### src/rtl/vec_mem_seq.sv
`default_nettype none
// ============================================================================
//  Module      : vec_mem_seq
//  Description : Vector load/store sequencer between the vector register file
//                and the DRAM word port. A one-cycle Start moves one VLEN-
//                element vector, one 16-bit element per cycle, with a
//                programmable two's-complement address stride. Loads are fully
//                pipelined against a fixed RD_LAT read latency.
//  Ports       : Clk1/Reset       - clock, synchronous active-high reset
//                Start/IsStore/BaseAddr/Stride - command, sampled when idle
//                Addr/RD/WR/DataOut/DataIn     - memory word port
//                VecIdx/VecRdData              - VRF read (store source)
//                VecWrEn/VecWrIdx/VecWrData    - VRF write (load sink)
//                Busy/Done                     - status, Done is a 1-cycle pulse
//  Revision    : 1.0 - initial release
// ============================================================================
module vec_mem_seq #(
    parameter int VLEN   = 16,
    parameter int RD_LAT = 1
) (
    input  logic        Clk1,
    input  logic        Reset,
    input  logic        Start,
    input  logic        IsStore,
    input  logic [15:0] BaseAddr,
    input  logic [15:0] Stride,
    output logic [15:0] Addr,
    output logic        RD,
    output logic        WR,
    output logic [15:0] DataOut,
    input  logic [15:0] DataIn,
    output logic [3:0]  VecIdx,
    input  logic [15:0] VecRdData,
    output logic        VecWrEn,
    output logic [3:0]  VecWrIdx,
    output logic [15:0] VecWrData,
    output logic        Busy,
    output logic        Done
);

    localparam logic [2:0] S_IDLE  = 3'd0;
    localparam logic [2:0] S_LOAD  = 3'd1;
    localparam logic [2:0] S_DRAIN = 3'd2;
    localparam logic [2:0] S_STORE = 3'd3;
    localparam logic [2:0] S_FIN   = 3'd4;

    localparam logic [3:0] C_LAST_IDX = 4'(VLEN - 1);

    logic [2:0]  r_state_q,  w_state_d;
    logic [15:0] r_acc_q,    w_acc_d;     // address of the next element
    logic [15:0] r_stride_q, w_stride_d;
    logic [3:0]  r_idx_q,    w_idx_d;     // index of the next element
    logic [15:0] r_hold_q,   w_hold_d;    // last issued address, shown while idle

    // Read return path: one {valid, idx} slot per cycle of read latency.
    logic [RD_LAT-1:0]      r_pipe_vld_q, w_pipe_vld_d;
    logic [RD_LAT-1:0][3:0] r_pipe_idx_q, w_pipe_idx_d;

    logic w_issue;
    logic w_ret_vld;
    logic [3:0] w_ret_idx;

    assign w_issue   = (r_state_q == S_LOAD) || (r_state_q == S_STORE);
    assign w_ret_vld = r_pipe_vld_q[RD_LAT-1];
    assign w_ret_idx = r_pipe_idx_q[RD_LAT-1];

    always_comb begin
        w_state_d  = r_state_q;
        w_acc_d    = r_acc_q;
        w_stride_d = r_stride_q;
        w_idx_d    = r_idx_q;
        w_hold_d   = r_hold_q;

        case (r_state_q)
            S_IDLE: begin
                if (Start) begin
                    w_acc_d    = BaseAddr;
                    w_stride_d = Stride;
                    w_idx_d    = 4'd0;
                    w_state_d  = IsStore ? S_STORE : S_LOAD;
                end
            end
            S_LOAD, S_STORE: begin
                w_hold_d = r_acc_q;
                w_acc_d  = r_acc_q + r_stride_q;
                w_idx_d  = r_idx_q + 4'd1;
                if (r_idx_q == C_LAST_IDX) begin
                    w_state_d = (r_state_q == S_LOAD) ? S_DRAIN : S_FIN;
                end
            end
            S_DRAIN: begin
                // Elements return in issue order, so the last index marks the end.
                if (w_ret_vld && (w_ret_idx == C_LAST_IDX)) begin
                    w_state_d = S_FIN;
                end
            end
            S_FIN:   w_state_d = S_IDLE;
            default: w_state_d = S_IDLE;
        endcase
    end

    always_comb begin
        w_pipe_vld_d    = r_pipe_vld_q;
        w_pipe_idx_d    = r_pipe_idx_q;
        w_pipe_vld_d[0] = (r_state_q == S_LOAD);
        w_pipe_idx_d[0] = r_idx_q;
        for (int k = 1; k < RD_LAT; k++) begin
            w_pipe_vld_d[k] = r_pipe_vld_q[k-1];
            w_pipe_idx_d[k] = r_pipe_idx_q[k-1];
        end
    end

    always_ff @(posedge Clk1) begin
        if (Reset) begin
            r_state_q    <= S_IDLE;
            r_acc_q      <= 16'd0;
            r_stride_q   <= 16'd0;
            r_idx_q      <= 4'd0;
            r_hold_q     <= 16'd0;
            r_pipe_vld_q <= '0;
            r_pipe_idx_q <= '0;
        end else begin
            r_state_q    <= w_state_d;
            r_acc_q      <= w_acc_d;
            r_stride_q   <= w_stride_d;
            r_idx_q      <= w_idx_d;
            r_hold_q     <= w_hold_d;
            r_pipe_vld_q <= w_pipe_vld_d;
            r_pipe_idx_q <= w_pipe_idx_d;
        end
    end

    always_comb begin
        RD        = (r_state_q == S_LOAD);
        WR        = (r_state_q == S_STORE);
        Addr      = w_issue ? r_acc_q : r_hold_q;
        VecIdx    = WR ? r_idx_q : 4'd0;
        DataOut   = WR ? VecRdData : 16'd0;
        VecWrEn   = w_ret_vld;
        VecWrIdx  = w_ret_vld ? w_ret_idx : 4'd0;
        VecWrData = w_ret_vld ? DataIn : 16'd0;
        Busy      = w_issue || (r_state_q == S_DRAIN);
        Done      = (r_state_q == S_FIN);
    end

endmodule
`default_nettype wire

### config.mk
export PLATFORM = sky130hd
export DESIGN_NAME = vec_mem_seq
export DESIGN_NICKNAME = d
export VERILOG_FILES = /design/src/rtl/vec_mem_seq.sv
export SDC_FILE = /design/constraint.sdc
export NUM_CORES = 1
export LEC_CHECK = 0
export CORE_MARGIN = 4
export CORE_UTILIZATION = 35
export CTS_BUF_LIST = sky130_fd_sc_hd__clkbuf_4
export CTS_CLUSTER_SIZE = 8
export DETAILED_ROUTE_END_ITERATION = 10
export GPL_ROUTABILITY_DRIVEN = 0
export PLACE_DENSITY = 0.72
export SYNTH_ARGS = -nofsm -noshare
export SYNTH_HDL_FRONTEND = slang
export SYNTH_SLANG_ARGS = --single-unit
export TNS_END_PERCENT = 30
### constraint.sdc
create_clock -name Clk1 -period 3.1 [get_ports Clk1]
set_input_delay 0.31 -clock Clk1 [delete_from_list [all_inputs] [get_ports Clk1]]
set_output_delay 0.31 -clock Clk1 [all_outputs]
set_load 0.05 [all_outputs]
==> results.yml, run 1 <==
sta:
  clock-skew-final_ps: 19.9
  fmax_mhz: 345
  drv_slew: 0
  hold_violations: 0
  fin_setup_tns_ps: 0
  fin_crit_sh_pct: 93.5
  rsz0062_at_grt: "false"
  tightest_slew_ps: 789
  fin_crit_ps: 2900
  final-setup-viol-count: 0
  relSlewSlack_pct: 47.4
final_layout:
  drive_gt1_share_pct: 9.11
  final_util_pct: 52.2
  diodes: 0
  syn2layout_area_growth_pct: 45.7
  final_nets: 629
routing:
  wl_mm: 10.1
  vias: 3384
  postRouteAntennaNets: 0
  routed_via_density: 4.99
  drt_iter0_markers: 124
  routedWlPerCell_um: 14.9
  drc_errors: 0
  drt_pass1_iterations: 5
yosys:
  synthXorXnorAreaFrac_pct: 2.91
  synth_compound_area_share_pct: 20.2
  synth_top_area_share_pct: 36.3
  synth_commonest_cells: "nand2_1 (102), dfxtp_1 (60), a21oi_1 (46), and2_1 (42), nor2_1 (27)"
  ys_seq_area_share_pct: 36.3
  synth_simple_gate_area_share_pct: 29.9
  synthFlopType: "dfxtp_1"
  synth_seq_cells: 60
  syn_nets: 512
  syn_inst: 427
  synth_cell_types: 49
  yosysWarnings: 0
  post_synth_mux_area_share_pct: 0
  synth_fa_ha_area_share_pct: 6.66
  synth.most_common_cell: "nand2_1"
  ys_top_cells_by_area: "dfxtp_1 (36%), nand2_1 (12%), and2_1 (7.9%)"
  yosysTopAreaCell: "dfxtp_1"
  netlist_area_um2: 3310
  synth_edf_count: 0
  synth_top_family_by_area: "simple AND/OR/NAND/NOR gates"
  synth_async_sr_flop_share_pct: 0
  avgSynthCellArea_um2: 7.75
clocking:
  cts_max_path_buffers: 2
  root_buffer: "clkbuf_4"
  cts_buffers: 9
  h-tree-depth: 3
  post_cts_buffers: 0
  cts_resized: 0
  worstSkewPairLatency_ps: 410
  cts_tree: "built"
  cts_sinks: 60
  cts_hold_buf: 0
  path_clk_slew_ps: 120
critical_path:
  crit_fanout: 21
  cp_slowest_stage_delay_ps: 820
  crit_path_start_kind: "register"
  cp_data_arrival_time_ps: 2590
  r2r_slack_ps: 690
  worst-setup-path-type: "register to output pin"
  cp_cell_sequence: "and3b_1, and2_1, clkdlybuf4s50_1"
  worstSetupEndpointType: "output pin"
  crit_slowest_cell: "clkdlybuf4s50_1"
  critPathRequiredTime_ps: 2790
pwr:
  p_sw_share_pct: 35.3
  switchingPower_w: 0.000856
  p_per_area_nw_per_um2: 503
  worst_ir_drop_vdd_uv: 197
  internal_power_w: 0.00157
  pwr-share-comb_pct: 33.2
  p_leak_nw: 2.00
  power_frac_seq_pct: 37.8
  power_frac_clock_pct: 29.1
global_route:
  grt_max_degree: 45
  grt-ovfl-total: 0
  track_usage_pct: 18.3
  grt_pass1_wl_mm: 16.4
  antenna_found_initial: 0
  grt_pass1_vias: 3286
run_status:
  outcome: "finished clean"
floorplan:
  initial_core_util_pct: 35.8
  die-area_um2: 11100
  dieWidth_um: 105
  placement_rows: 35
  core_area_um2: 9240
  die_h_um: 105
  ioPinCount: 129
min_path:
  hold_class: "primary input to register"
placement:
  dp_hpwl_mm: 7.73
  portBuffers: 128
flow_run:
  max-cap-violations: 0
path summary, 6_finish.rpt:
| path | startpoint | endpoint | cells past startpoint |
|---|---|---|---|
| worst max-delay path | r_state_q[1] | DataOut[11] | 3 |
| worst min-delay path | Stride[7] | r_stride_q[7] | 3 |
| worst max register to register | r_acc_q[0] | r_acc_q[14] | 9 |
| worst min register to register | r_hold_q[7] | r_hold_q[7] | 2 |
power by group through the flow:
stage / registers [W] / clock network, W / logic (W)
after floorplan: 0.000902 / 0 / 0.000558
after global placement: 0.000927 / 0 / 0.000794
after detailed placement: 0.000933 / 0 / 0.000803
after CTS: 0.000915 / 0.000723 / 0.000808
after global routing: 0.000927 / 0.000761 / 0.000874
final: 0.000915 / 0.000704 / 0.000803
logic make-up (layout without fill, tap and decap cells):
kind of cell             count (synthesis)  after routing
buffers and inverters                   31            153
AO/OA/AOI/OAI                          103            103
flip-flops                              60             60
adder cells (fa/ha/maj)                 17             17
AND/OR/NAND/NOR                        205            205
XOR/XNOR                                11             11
registers in the layout (all words and copies together), names as in the netlist:
signal        count
r_acc_q          16
VecWrEn           1
r_state_q         3
r_idx_q           4
r_hold_q         16
r_stride_q       16
r_pipe_idx_q      4
routing by layer:
layer / vias up / wire length [µm] / track usage, %
li1: 1698 / - / -
met1: 1534 / 4420 / 22.2
met2: 141 / 4980 / 31.8
met3: 11 / 617 / 4.41
met4: 0 / 90 / 6.19
met5: - / 0 / 0
worst max-delay path: cells and delay by family (launching register included):
family	cells	cell delay [ps]
flops	1	550
simple gates	2	800
buf+inv	1	820
stage by stage:
step / setup slack (ps) / cell area, µm² / power (W) / hold WS [ps] / std cells
floorplan: 929 / 3310 / 0.00146 / 440 / 427
global placement: 784 / 4640 / 0.00172 / 445 / 662
detailed placement: 615 / 4640 / 0.00174 / 454 / 662
CTS: 131 / 4820 / 0.00245 / 423 / 678
global route: 9.51 / 4820 / 0.00256 / 439 / 678
finish: 202 / 4820 / 0.00242 / 446 / 678
cell usage in the layout (no fill, tap or decap), types with 3 or more instances in the layout:
master,count
dfxtp_1,60
clkbuf_4,9
o21ai_1,3
nand2_1,102
buf_4,21
and2_1,42
nand3b_1,3
a22oi_1,4
a311oi_1,7
xnor2_1,5
nand2b_1,3
xor2_1,6
a21oi_2,3
a211oi_1,4
nor2_1,27
inv_1,4
nand4_1,3
nand3_1,5
o21ai_0,10
a222oi_1,3
a21o_1,5
bufinv_16,3
a21oi_1,46
ha_1,16
o22ai_1,3
nor2b_1,6
clkdlybuf4s50_1,111
final cells by class:
class                   count  area (µm²)
repair buffers            133        1270
clock inverters             7         115
flip-flops and latches     60        1200
multi-input cells         336        1990
inverters                   4        15.0
clock buffers               9        67.6
fillers                   886        4420
well taps                 129         161
(Power assumes the default switching activity.)
==> inputs of run 2 (changes only) <==
--- a/config.mk
+++ b/config.mk
@@ -5,6 +5,7 @@
 export SDC_FILE = /design/constraint.sdc
 export NUM_CORES = 1
 export LEC_CHECK = 0
+export ABC_CLOCK_PERIOD_IN_PS = 3100
 export CORE_MARGIN = 4
 export CORE_UTILIZATION = 35
 export CTS_BUF_LIST = sky130_fd_sc_hd__clkbuf_4
@@ -15,4 +16,4 @@
 export SYNTH_ARGS = -nofsm -noshare
 export SYNTH_HDL_FRONTEND = slang
 export SYNTH_SLANG_ARGS = --single-unit
-export TNS_END_PERCENT = 30
+export TNS_END_PERCENT = 10
==> results of run 2 <==
The final DEF is identical to that of run 1; final timing and power are the same.
==> inputs of run 3 (changes only) <==
--- a/config.mk
+++ b/config.mk
@@ -6,9 +6,7 @@
 export NUM_CORES = 1
 export LEC_CHECK = 0
 export ABC_CLOCK_PERIOD_IN_PS = 3100
-export CORE_MARGIN = 4
 export CORE_UTILIZATION = 35
-export CTS_BUF_LIST = sky130_fd_sc_hd__clkbuf_4
 export CTS_CLUSTER_SIZE = 8
 export DETAILED_ROUTE_END_ITERATION = 10
 export GPL_ROUTABILITY_DRIVEN = 0
==> run 3 against run 2 <==
  * Clock skew shrank 13 ps
  * Sequential power about the same
  * Largest power group unchanged
  * Fmax up 3.2%
  * Clock power is 26% higher
  * Final cell count down 2.7%
==> results.yml, run 3 (synthesis gave the netlist of run 1 again) <==
run_status:
  outcome: "finished clean"
sta:
  fin_setup_tns_ps: 0
  tightest_slew_ps: 711
  fin_crit_ps: 2810
  clock-skew-final_ps: 6.67
  fmax_mhz: 356
  relSlewSlack_pct: 52.6
  drv_slew: 0
  rsz0062_at_grt: "false"
  hold_violations: 0
  final-setup-viol-count: 0
  hold_ws_ps: 461
  fin_crit_sh_pct: 90.6
clocking:
  root_buffer: "clkbuf_8"
  h-tree-depth: 3
  cts_max_path_buffers: 2
  cts_buffers: 9
  post_cts_buffers: 0
  cts_hold_buf: 0
  cts_sinks: 60
  cts_resized: 0
  worstSkewPairLatency_ps: 340
  path_clk_slew_ps: 70
  cts_tree: "built"
global_route:
  grt_pass1_wl_mm: 15.8
  grt_pass1_vias: 3261
  grt_max_degree: 39
  grt-ovfl-total: 0
  antenna_found_initial: 0
  track_usage_pct: 20.4
routing:
  drc_errors: 0
  drt_iter0_markers: 187
  postRouteAntennaNets: 0
  drt_pass1_iterations: 5
  routedWlPerCell_um: 15.1
  wl_mm: 9.99
  vias: 3415
  routed_via_density: 5.17
floorplan:
  die-area_um2: 9840
  ioPinCount: 129
  die_h_um: 99.2
  initial_core_util_pct: 36.0
  core_area_um2: 9200
  dieWidth_um: 99.2
  placement_rows: 35
flow_run:
  max-cap-violations: 0
pwr:
  worst_ir_drop_vdd_uv: 266
  pwr-share-comb_pct: 31.0
  switchingPower_w: 0.000874
  power_frac_seq_pct: 35.0
  power_frac_clock_pct: 34.1
  internal_power_w: 0.00174
  p_sw_share_pct: 33.4
  p_leak_nw: 2.03
  totalPowerFinal_w: 0.00261
  p_per_area_nw_per_um2: 537
critical_path:
  crit_path_start_kind: "register"
  cp_slowest_stage_delay_ps: 810
  critPathRequiredTime_ps: 2790
  crit_slowest_cell: "clkdlybuf4s50_1"
  worstSetupEndpointType: "output pin"
  crit_fanout: 21
  cp_data_arrival_time_ps: 2500
  worst-setup-path-type: "register to output pin"
  path_delay_family: "buffers and inverters"
  critPathBufInv: 1
  cp_cell_sequence: "and3b_1, and2_1, clkdlybuf4s50_1"
  r2r_slack_ps: 580
final_layout:
  diodes: 0
  final_common_cell: "clkdlybuf4s50_1"
  syn2layout_area_growth_pct: 47.1
  final_cell_mix: "clkdlybuf4s50_1 (111), nand2_1 (102), dfxtp_1 (60), a21oi_1 (46), and2_1 (42)"
  reg_top3: "r_acc_q (16), r_hold_q (16), r_stride_q (16)"
  drive_gt1_share_pct: 9.11
  final_nets: 629
placement:
  portBuffers: 128
  dp_hpwl_mm: 7.48
min_path:
  hold_class: "register to register"
[run 3: changes by cell type in the layout (fill, tap and decap cells not counted), sizes merged]
cell,before,now
clkbuf,9,12
clkinv,3,1
clkinvlp,1,0
[run 3: layout make-up]
cell class	instances	area (µm²)
clock buffer	12	155
clock inverter	4	95.1
fill	885	4330
inverter	4	15.0
multi-input combinational	336	1990
sequential	60	1200
tap	111	139
timing repair buffer	133	1270
[run 3: path summary, 6_finish.rpt]
path / startpoint / end / cells after the start
setup / recovery: r_state_q[1] / VecIdx[1] / 3
hold / removal: r_stride_q[9] / r_stride_q[9] / 2
setup reg to reg: r_acc_q[0] / r_acc_q[12] / 9
hold reg to reg: r_stride_q[9] / r_stride_q[9] / 2
[run 3: power by group through the flow]
| stage | logic (W) | clock network, W | registers, W |
|---|---|---|---|
| 2_1_floorplan | 0.000558 | 0 | 0.000902 |
| 3_3_place_gp | 0.000792 | 0 | 0.000926 |
| 3_5_place_dp | 0.000806 | 0 | 0.000930 |
| 4_1_cts | 0.000811 | 0.000905 | 0.000914 |
| 5_1_grt | 0.000877 | 0.000938 | 0.000925 |
| 6_report | 0.000809 | 0.000890 | 0.000914 |
[run 3: metal layers]
metal,share of wire (%),GRT usage [%],up-vias
met5,0,0,-
met3,7.1,4.15,17
met2,49,36.5,126
li1,-,-,1700
met1,42,23.5,1572
met4,1.9,8.82,0
[run 3: worst register-to-register path, stage by stage (launching register included)]
cell and delay (ps):
dfxtp_1 330, ha_1 250, fa_1 410, a21oi_1 200, o21ai_1 100, a21oi_2 210, o21ai_1 180, o31ai_1 410
xor2_1 200, o22ai_1 100
[run 3: per-stage QoR]
step	setup WS [ps]	std cells	util [%]	cell area [µm²]
final	292	660	52.9	4860
after CTS	260	660	52.9	4860
after global routing	113	660	52.9	4860
after detailed placement	635	644	50.2	4610
after global placement	786	644	50.2	4610
after floorplan	929	427	-	3310
